[src/rtl/axi_apb_pkg.sv]
// Shared FSM, grant and response encodings for the AXI4-Lite
// to APB request arbiter.
package axi_apb_pkg;

   typedef enum logic [1:0] {
      ST_IDLE  = 2'd0,
      ST_ISSUE = 2'd1,
      ST_WAIT  = 2'd2,
      ST_RESP  = 2'd3
   } state_e;

   typedef enum logic {
      GNT_WR = 1'b0,
      GNT_RD = 1'b1
   } gnt_e;

   localparam logic [1:0] RESP_OKAY   = 2'b00;
   localparam logic [1:0] RESP_SLVERR = 2'b10;

   function automatic logic [1:0] cpl_resp(input logic err);
      return err ? RESP_SLVERR : RESP_OKAY;
   endfunction

endpackage

[src/rtl/axi_apb_rw_arbiter_if.sv]
// AXI4-Lite slave channels plus the request/completion handshake
// towards the APB sequencer.
interface axi_apb_rw_arbiter_if #(
   parameter int ADDR_W = 32,
   parameter int DATA_W = 32
);
   localparam int STRB_W = DATA_W / 8;

   logic [ADDR_W-1:0] s_axi_awaddr;
   logic              s_axi_awvalid;
   logic              s_axi_awready;
   logic [DATA_W-1:0] s_axi_wdata;
   logic [STRB_W-1:0] s_axi_wstrb;
   logic              s_axi_wvalid;
   logic              s_axi_wready;
   logic [1:0]        s_axi_bresp;
   logic              s_axi_bvalid;
   logic              s_axi_bready;
   logic [ADDR_W-1:0] s_axi_araddr;
   logic              s_axi_arvalid;
   logic              s_axi_arready;
   logic [DATA_W-1:0] s_axi_rdata;
   logic [1:0]        s_axi_rresp;
   logic              s_axi_rvalid;
   logic              s_axi_rready;

   logic              req_valid;
   logic              req_ready;
   logic              req_write;
   logic [ADDR_W-1:0] req_addr;
   logic [DATA_W-1:0] req_wdata;
   logic [STRB_W-1:0] req_wstrb;
   logic              cpl_valid;
   logic [DATA_W-1:0] cpl_rdata;
   logic              cpl_err;

   modport slave (
      input  s_axi_awaddr, s_axi_awvalid,
      output s_axi_awready,
      input  s_axi_wdata, s_axi_wstrb, s_axi_wvalid,
      output s_axi_wready,
      output s_axi_bresp, s_axi_bvalid,
      input  s_axi_bready,
      input  s_axi_araddr, s_axi_arvalid,
      output s_axi_arready,
      output s_axi_rdata, s_axi_rresp, s_axi_rvalid,
      input  s_axi_rready,
      output req_valid, req_write, req_addr,
      output req_wdata, req_wstrb,
      input  req_ready,
      input  cpl_valid, cpl_rdata, cpl_err
   );

   modport master (
      output s_axi_awaddr, s_axi_awvalid,
      input  s_axi_awready,
      output s_axi_wdata, s_axi_wstrb, s_axi_wvalid,
      input  s_axi_wready,
      input  s_axi_bresp, s_axi_bvalid,
      output s_axi_bready,
      output s_axi_araddr, s_axi_arvalid,
      input  s_axi_arready,
      input  s_axi_rdata, s_axi_rresp, s_axi_rvalid,
      output s_axi_rready,
      input  req_valid, req_write, req_addr,
      input  req_wdata, req_wstrb,
      output req_ready,
      output cpl_valid, cpl_rdata, cpl_err
   );

endinterface

[src/rtl/axi_apb_rr_arb.sv]
// Two-way read/write round-robin arbiter; write wins the first
// contested decision after reset.
module axi_apb_rr_arb
   import axi_apb_pkg::*;
(
   input  logic clk_i,
   input  logic rst_ni,
   input  logic wr_req_i,
   input  logic rd_req_i,
   input  logic take_i,
   output logic gnt_valid_o,
   output gnt_e gnt_o
);

   gnt_e last_q, last_d;
   logic both;

   assign both        = wr_req_i & rd_req_i;
   assign gnt_valid_o = wr_req_i | rd_req_i;

   always_comb begin
      gnt_o = GNT_WR;
      if (both) begin
         gnt_o = (last_q == GNT_RD) ? GNT_WR : GNT_RD;
      end else if (rd_req_i) begin
         gnt_o = GNT_RD;
      end
   end

   // Only contested decisions move the fairness pointer
   always_comb begin
      last_d = last_q;
      if (take_i && both) begin
         last_d = gnt_o;
      end
   end

   always_ff @(posedge clk_i) begin
      if (!rst_ni) begin
         last_q <= GNT_RD;
      end else begin
         last_q <= last_d;
      end
   end

endmodule

[src/rtl/axi_apb_rw_arbiter.sv]
// AXI4-Lite slave front end: buffers AW/W/AR, arbitrates read vs
// write and issues one transaction at a time to the APB sequencer.
module axi_apb_rw_arbiter
   import axi_apb_pkg::*;
#(
   parameter int ADDR_W = 32,
   parameter int DATA_W = 32
) (
   input logic                 s_axi_clk,
   input logic                 s_axi_aresetn,
   axi_apb_rw_arbiter_if.slave bus
);

   localparam int STRB_W = DATA_W / 8;

   logic              aw_full_q, aw_full_d;
   logic [ADDR_W-1:0] aw_addr_q, aw_addr_d;
   logic              w_full_q, w_full_d;
   logic [DATA_W-1:0] w_data_q, w_data_d;
   logic [STRB_W-1:0] w_strb_q, w_strb_d;
   logic              ar_full_q, ar_full_d;
   logic [ADDR_W-1:0] ar_addr_q, ar_addr_d;

   state_e            state_q, state_d;
   gnt_e              gnt_q, gnt_d;
   logic [DATA_W-1:0] rdata_q, rdata_d;
   logic [1:0]        resp_q, resp_d;

   logic aw_rdy, w_rdy, ar_rdy;
   logic aw_hs, w_hs, ar_hs;
   logic free_wr, free_rd, take;
   logic arb_valid;
   gnt_e arb_gnt;
   logic is_wr, issue, in_resp, resp_done;

   assign aw_rdy = s_axi_aresetn & ~aw_full_q;
   assign w_rdy  = s_axi_aresetn & ~w_full_q;
   assign ar_rdy = s_axi_aresetn & ~ar_full_q;
   assign aw_hs  = bus.s_axi_awvalid & aw_rdy;
   assign w_hs   = bus.s_axi_wvalid & w_rdy;
   assign ar_hs  = bus.s_axi_arvalid & ar_rdy;

   axi_apb_rr_arb u_arb (
      .clk_i       (s_axi_clk),
      .rst_ni      (s_axi_aresetn),
      .wr_req_i    (aw_full_q & w_full_q),
      .rd_req_i    (ar_full_q),
      .take_i      (take),
      .gnt_valid_o (arb_valid),
      .gnt_o       (arb_gnt)
   );

   // Fill and free never coincide: fill needs empty, free needs full
   always_comb begin
      aw_full_d = aw_full_q;
      aw_addr_d = aw_addr_q;
      w_full_d  = w_full_q;
      w_data_d  = w_data_q;
      w_strb_d  = w_strb_q;
      ar_full_d = ar_full_q;
      ar_addr_d = ar_addr_q;
      if (aw_hs) begin
         aw_full_d = 1'b1;
         aw_addr_d = bus.s_axi_awaddr;
      end
      if (w_hs) begin
         w_full_d = 1'b1;
         w_data_d = bus.s_axi_wdata;
         w_strb_d = bus.s_axi_wstrb;
      end
      if (ar_hs) begin
         ar_full_d = 1'b1;
         ar_addr_d = bus.s_axi_araddr;
      end
      if (free_wr) begin
         aw_full_d = 1'b0;
         w_full_d  = 1'b0;
      end
      if (free_rd) begin
         ar_full_d = 1'b0;
      end
   end

   assign is_wr     = (gnt_q == GNT_WR);
   assign resp_done = is_wr ? bus.s_axi_bready : bus.s_axi_rready;

   always_comb begin
      state_d = state_q;
      gnt_d   = gnt_q;
      rdata_d = rdata_q;
      resp_d  = resp_q;
      take    = 1'b0;
      free_wr = 1'b0;
      free_rd = 1'b0;
      unique case (state_q)
         ST_IDLE: begin
            if (arb_valid) begin
               take    = 1'b1;
               gnt_d   = arb_gnt;
               state_d = ST_ISSUE;
            end
         end
         ST_ISSUE: begin
            if (bus.req_ready) begin
               state_d = ST_WAIT;
            end
         end
         ST_WAIT: begin
            if (bus.cpl_valid) begin
               resp_d  = cpl_resp(bus.cpl_err);
               state_d = ST_RESP;
               if (is_wr) begin
                  free_wr = 1'b1;
               end else begin
                  free_rd = 1'b1;
                  rdata_d = bus.cpl_rdata;
               end
            end
         end
         ST_RESP: begin
            if (resp_done) begin
               state_d = ST_IDLE;
            end
         end
         default: state_d = ST_IDLE;
      endcase
   end

   always_ff @(posedge s_axi_clk) begin
      if (!s_axi_aresetn) begin
         state_q   <= ST_IDLE;
         gnt_q     <= GNT_WR;
         aw_full_q <= 1'b0;
         aw_addr_q <= '0;
         w_full_q  <= 1'b0;
         w_data_q  <= '0;
         w_strb_q  <= '0;
         ar_full_q <= 1'b0;
         ar_addr_q <= '0;
         rdata_q   <= '0;
         resp_q    <= RESP_OKAY;
      end else begin
         state_q   <= state_d;
         gnt_q     <= gnt_d;
         aw_full_q <= aw_full_d;
         aw_addr_q <= aw_addr_d;
         w_full_q  <= w_full_d;
         w_data_q  <= w_data_d;
         w_strb_q  <= w_strb_d;
         ar_full_q <= ar_full_d;
         ar_addr_q <= ar_addr_d;
         rdata_q   <= rdata_d;
         resp_q    <= resp_d;
      end
   end

   // Outputs are masked by reset so they are quiet before the first edge
   assign issue   = s_axi_aresetn & (state_q == ST_ISSUE);
   assign in_resp = s_axi_aresetn & (state_q == ST_RESP);

   assign bus.s_axi_awready = aw_rdy;
   assign bus.s_axi_wready  = w_rdy;
   assign bus.s_axi_arready = ar_rdy;

   assign bus.req_valid = issue;
   assign bus.req_write = issue & is_wr;
   assign bus.req_addr  = !issue ? '0 : (is_wr ? aw_addr_q : ar_addr_q);
   assign bus.req_wdata = (issue & is_wr) ? w_data_q : '0;
   assign bus.req_wstrb = (issue & is_wr) ? w_strb_q : '0;

   assign bus.s_axi_bvalid = in_resp & is_wr;
   assign bus.s_axi_rvalid = in_resp & ~is_wr;
   assign bus.s_axi_bresp  = s_axi_aresetn ? resp_q : RESP_OKAY;
   assign bus.s_axi_rresp  = s_axi_aresetn ? resp_q : RESP_OKAY;
   assign bus.s_axi_rdata  = s_axi_aresetn ? rdata_q : '0;

endmodule

[src/flat_wrapper.sv]
// flat-port wrapper written by rule: the top's interface ports become plain ports
module axi_apb_rw_arbiter_flat import axi_apb_pkg::*;
#(
   parameter int ADDR_W = 32,
   parameter int DATA_W = 32
)
  (s_axi_clk, s_axi_aresetn, bus_s_axi_awaddr, bus_s_axi_awvalid, bus_s_axi_awready, bus_s_axi_wdata, bus_s_axi_wstrb, bus_s_axi_wvalid, bus_s_axi_wready, bus_s_axi_bresp, bus_s_axi_bvalid, bus_s_axi_bready, bus_s_axi_araddr, bus_s_axi_arvalid, bus_s_axi_arready, bus_s_axi_rdata, bus_s_axi_rresp, bus_s_axi_rvalid, bus_s_axi_rready, bus_req_valid, bus_req_write, bus_req_addr, bus_req_wdata, bus_req_wstrb, bus_req_ready, bus_cpl_valid, bus_cpl_rdata, bus_cpl_err);
  axi_apb_rw_arbiter_if #(.ADDR_W(ADDR_W), .DATA_W(DATA_W)) bus_i ();
  input logic s_axi_clk;
  input logic s_axi_aresetn;
  input wire logic [$bits(bus_i.s_axi_awaddr)-1:0] bus_s_axi_awaddr;
  input wire logic [$bits(bus_i.s_axi_awvalid)-1:0] bus_s_axi_awvalid;
  output wire logic [$bits(bus_i.s_axi_awready)-1:0] bus_s_axi_awready;
  input wire logic [$bits(bus_i.s_axi_wdata)-1:0] bus_s_axi_wdata;
  input wire logic [$bits(bus_i.s_axi_wstrb)-1:0] bus_s_axi_wstrb;
  input wire logic [$bits(bus_i.s_axi_wvalid)-1:0] bus_s_axi_wvalid;
  output wire logic [$bits(bus_i.s_axi_wready)-1:0] bus_s_axi_wready;
  output wire logic [$bits(bus_i.s_axi_bresp)-1:0] bus_s_axi_bresp;
  output wire logic [$bits(bus_i.s_axi_bvalid)-1:0] bus_s_axi_bvalid;
  input wire logic [$bits(bus_i.s_axi_bready)-1:0] bus_s_axi_bready;
  input wire logic [$bits(bus_i.s_axi_araddr)-1:0] bus_s_axi_araddr;
  input wire logic [$bits(bus_i.s_axi_arvalid)-1:0] bus_s_axi_arvalid;
  output wire logic [$bits(bus_i.s_axi_arready)-1:0] bus_s_axi_arready;
  output wire logic [$bits(bus_i.s_axi_rdata)-1:0] bus_s_axi_rdata;
  output wire logic [$bits(bus_i.s_axi_rresp)-1:0] bus_s_axi_rresp;
  output wire logic [$bits(bus_i.s_axi_rvalid)-1:0] bus_s_axi_rvalid;
  input wire logic [$bits(bus_i.s_axi_rready)-1:0] bus_s_axi_rready;
  output wire logic [$bits(bus_i.req_valid)-1:0] bus_req_valid;
  output wire logic [$bits(bus_i.req_write)-1:0] bus_req_write;
  output wire logic [$bits(bus_i.req_addr)-1:0] bus_req_addr;
  output wire logic [$bits(bus_i.req_wdata)-1:0] bus_req_wdata;
  output wire logic [$bits(bus_i.req_wstrb)-1:0] bus_req_wstrb;
  input wire logic [$bits(bus_i.req_ready)-1:0] bus_req_ready;
  input wire logic [$bits(bus_i.cpl_valid)-1:0] bus_cpl_valid;
  input wire logic [$bits(bus_i.cpl_rdata)-1:0] bus_cpl_rdata;
  input wire logic [$bits(bus_i.cpl_err)-1:0] bus_cpl_err;
  assign bus_i.s_axi_awaddr = bus_s_axi_awaddr;
  assign bus_i.s_axi_awvalid = bus_s_axi_awvalid;
  assign bus_s_axi_awready = bus_i.s_axi_awready;
  assign bus_i.s_axi_wdata = bus_s_axi_wdata;
  assign bus_i.s_axi_wstrb = bus_s_axi_wstrb;
  assign bus_i.s_axi_wvalid = bus_s_axi_wvalid;
  assign bus_s_axi_wready = bus_i.s_axi_wready;
  assign bus_s_axi_bresp = bus_i.s_axi_bresp;
  assign bus_s_axi_bvalid = bus_i.s_axi_bvalid;
  assign bus_i.s_axi_bready = bus_s_axi_bready;
  assign bus_i.s_axi_araddr = bus_s_axi_araddr;
  assign bus_i.s_axi_arvalid = bus_s_axi_arvalid;
  assign bus_s_axi_arready = bus_i.s_axi_arready;
  assign bus_s_axi_rdata = bus_i.s_axi_rdata;
  assign bus_s_axi_rresp = bus_i.s_axi_rresp;
  assign bus_s_axi_rvalid = bus_i.s_axi_rvalid;
  assign bus_i.s_axi_rready = bus_s_axi_rready;
  assign bus_req_valid = bus_i.req_valid;
  assign bus_req_write = bus_i.req_write;
  assign bus_req_addr = bus_i.req_addr;
  assign bus_req_wdata = bus_i.req_wdata;
  assign bus_req_wstrb = bus_i.req_wstrb;
  assign bus_i.req_ready = bus_req_ready;
  assign bus_i.cpl_valid = bus_cpl_valid;
  assign bus_i.cpl_rdata = bus_cpl_rdata;
  assign bus_i.cpl_err = bus_cpl_err;
  axi_apb_rw_arbiter #(.ADDR_W(ADDR_W), .DATA_W(DATA_W)) u_core (.s_axi_clk(s_axi_clk), .s_axi_aresetn(s_axi_aresetn), .bus(bus_i));
endmodule
[config.mk]
export PLATFORM = sky130hd
export DESIGN_NAME = axi_apb_rw_arbiter_flat
export DESIGN_NICKNAME = d
export VERILOG_FILES = /design/src/rtl/axi_apb_pkg.sv /design/src/rtl/axi_apb_rw_arbiter_if.sv /design/src/rtl/axi_apb_rr_arb.sv /design/src/rtl/axi_apb_rw_arbiter.sv /design/src/flat_wrapper.sv
export SDC_FILE = /design/constraint.sdc
export NUM_CORES = 1
export LEC_CHECK = 0
export ABC_AREA = 1
export ABC_CLOCK_PERIOD_IN_PS = 1400
export BUFFER_PORTS_ARGS = -buffer_cell sky130_fd_sc_hd__buf_2
export CORE_MARGIN = 2
export CORE_UTILIZATION = 43
export DETAILED_ROUTE_END_ITERATION = 10
export PLACE_DENSITY_LB_ADDON = 0.12
export SLEW_MARGIN = 20
export SYNTH_ARGS = -nofsm -noshare
export SYNTH_HDL_FRONTEND = slang
export SYNTH_SLANG_ARGS = --single-unit
[constraint.sdc]
create_clock -name s_axi_clk -period 1.4 [get_ports s_axi_clk]
set_input_delay 0.07 -clock s_axi_clk [delete_from_list [all_inputs] [get_ports s_axi_clk]]
set_output_delay 0.07 -clock s_axi_clk [all_outputs]
set_load 0.02 [all_outputs]
==> out/results.txt <==
cell count after synthesis = 835
CTS tree = yes
crit-path max FO = 17
most frequent cells in the layout = buf_2, nand2_1, dlygate4sd3_1, dfxtp_1, inv_1
Seq cells post-synth = 140
number of cell rows = 43
worst skew pair latency = 0.42 ns
global-route wire length before repair = 32.5 mm
overall global routing resource usage = 27.8%
leakage power = 0.00498 uW
CP startpoint kind = flop
simple-gate share of the synthesized area = 19.8%
First DRT Iteration DRCs = 441
Synth Area in Compound Gates = 20.0%
endpoint type of the worst setup path = primary output
via count = 7049
CTS Sinks = 140
die height = 122 um
Final #Nets = 1383
cell taking the most area after synthesis = dfxtp_1
area grow syn2layout = 89.3%
Maximum Capacitance Violations = 0
share of layout cells above drive strength 1 = 41.2%
RD Place Congestion = 0.747
mux contribution to synthesized area = 0%
Synth top area share = 47.0%
Fillers = 814
footprint of the multi-input gates = 0.00347 mm2
core area = 0.0137 mm2
first-pass iteration count of the detailed router = 6
Power Dens Cells = 1180 mW/mm2
final setup margin = -0.443 ns
clk slew on worst S/H paths = 0.06 ns
die span in x = 122 um
worst hold path type = in2reg
XOR/XNOR Fraction of Synth Area = 0%
DRC Markers = 0
vias in the first global route = 6781
RSZ-0062 raised after global routing = true
Overflow after GRT = 0
initial antenna violation count = 1
Max Slew Vio Count = 0
Routed WL = 22.8 mm
clock root cell = clkbuf_16
post-layout minimum cycle time = 1.84 ns
FMAX = 543 MHz
maximum VDD drop = 0.799 mV
Crit Path Class = reg2out
post-route ant nets = 0
Post-DP HPWL = 11.3 mm
Area contributors post-synth = dfxtp_1, nand2_1, o31ai_1
clk buf depth = 2
largest family of logic cells by synthesized area = compound AO/OA/AOI/OAI gates
period utilisation layout = 132%
Yosys cell types = 24
Syn. warnings = 0
failing checks = negative setup slack
post-layout util = 82.3%
H-tree levels = 4
port bufs = 250
Arrival @ worst endpoint = 1.77 ns
worst hold slack = 0.166 ns
CP required = 1.33 ns
Post-Synthesis Mean Instance Area = 7.15 um2
Register Area = 0.00281 mm2
status = finished, violations left
final setup violation count = 109
largest net degree at the start of global routing = 80
setup TNS = -30.25 ns
post-synthesis sequential area ratio = 47.0%
Starting Density = 43.5%
Synth Area in Adders = 1.05%
I/O pins = 253
drt wl/cell = 15.9 um
number of CTS-inserted buffers = 17
Clock Skews = 0.00587 ns
die footprint = 0.0148 mm2
commonest non-fill, non-tap cell in the layout = buf_2
Final Hold Viols = 0
Post-Syn Area = 0.00597 mm2
Via density = 4.93
## worst max-delay path, stage by stage, from the launching register on
cell and delay, ns:
dfxtp_2 0.32, inv_2 0.07, ha_4 0.15, nand2_4 0.08, nor2_4 0.14, clkinv_4 0.11
buf_12 0.19, nor2_1 0.12, buf_4 0.16
## logic make-up after synthesis
logic type               after synthesis
other                                  1
AND/OR/NAND/NOR                      305
buffers and inverters                180
AO/OA/AOI/OAI                        204
adder cells (fa/ha/maj)                5
flip-flops                           140
## synthesized netlist by cell type, drive strengths merged
library cell    n
ha              5
clkbuf         24
nand3           3
o31ai          68
nor2          114
inv           117
o21bai          1
buf            38
clkinv          1
nand4           2
dfxtp         140
a21oi          35
o21ai          99
nand2         181
nor3b           2
conb            1
a211oi          1
nor3            3
## routing by layer
metal	routed length [um]	up-vias	GRT usage, %
met4	584	0	9.91
li1	-	3468	-
met2	11900	279	49.0
met3	1390	55	7.72
met1	8860	3247	32.4
met5	0	-	0
## stage by stage
| step | setup WS [ns] | total power (uW) | std cells | area [um2] |
|---|---|---|---|---|
| 2_1_floorplan | -0.00119 | 6100 | 836 | 6360 |
| 3_3_place_gp | -0.0112 | 6940 | 1230 | 7870 |
| 3_5_place_dp | -0.0622 | 6960 | 1230 | 7870 |
| 4_1_cts | -0.402 | 12600 | 1416 | 10600 |
| 5_1_grt | -0.504 | 13800 | 1430 | 11300 |
| 6_report | -0.443 | 13300 | 1430 | 11300 |
## flip-flops by register name (all words and copies together) (netlist names)
signal,count
u_core.u_arb.last_q,1
u_core.ar_addr_q,32
u_core.aw_addr_q,32
u_core.ar_full_q,1
u_core.rdata_q,32
u_core.w_full_q,1
u_core.state_q,2
u_core.resp_q,1
u_core.w_strb_q,4
u_core.w_data_q,32
u_core.gnt_q,1
u_core.aw_full_q,1
## worst paths after layout
check,slack [ns],depth (start not counted),from,to
worst min register to register,0.48,2,u_core.w_data_q[31]$_SDFFE_PN0P_,u_core.w_data_q[31]$_SDFFE_PN0P_
worst max register to register,-0.19,11,u_core.state_q[0]$_SDFFE_PN0P_,u_core.rdata_q[21]$_SDFFE_PN0P_
worst min-delay path,0.17,6,bus_s_axi_bready,u_core.state_q[0]$_SDFFE_PN0P_
worst max-delay path,-0.44,8,u_core.state_q[1]$_SDFFE_PN0P_,bus_req_wdata[31]
## what timing repair did
item / CTS / global route
pin swaps: 6 / 33
resized for setup: 182 / 173
gates cloned: 8 / 2
endpoints found under the setup margin: 105 / 108
hold buffers: 137 / 0
endpoints found under the hold margin: 136 / 0
setup buffers: 9 / 17
## where the power goes
group          internal (uW)  switching (uW)  leakage (uW)  total [uW]
clock                   3000            1730      0.000304        4730
sequential              4330             230       0.00115        4560
combinational           1810            2180       0.00353        3990
total                   9130            4140       0.00498       13300
## final cells by class
cell class | instances | area share [%]
Timing Repair Buffer | 443 | 32.7
Multi-Input combinational cell | 516 | 30.7
Sequential cell | 140 | 24.9
Clock buffer | 23 | 4.32
Inverter | 118 | 4.16
Tap cell | 180 | 1.99
Clock inverter | 9 | 1.19
Antenna cell | 1 | 0.0222
No activity file was read; power rests on OpenSTA's default activity.
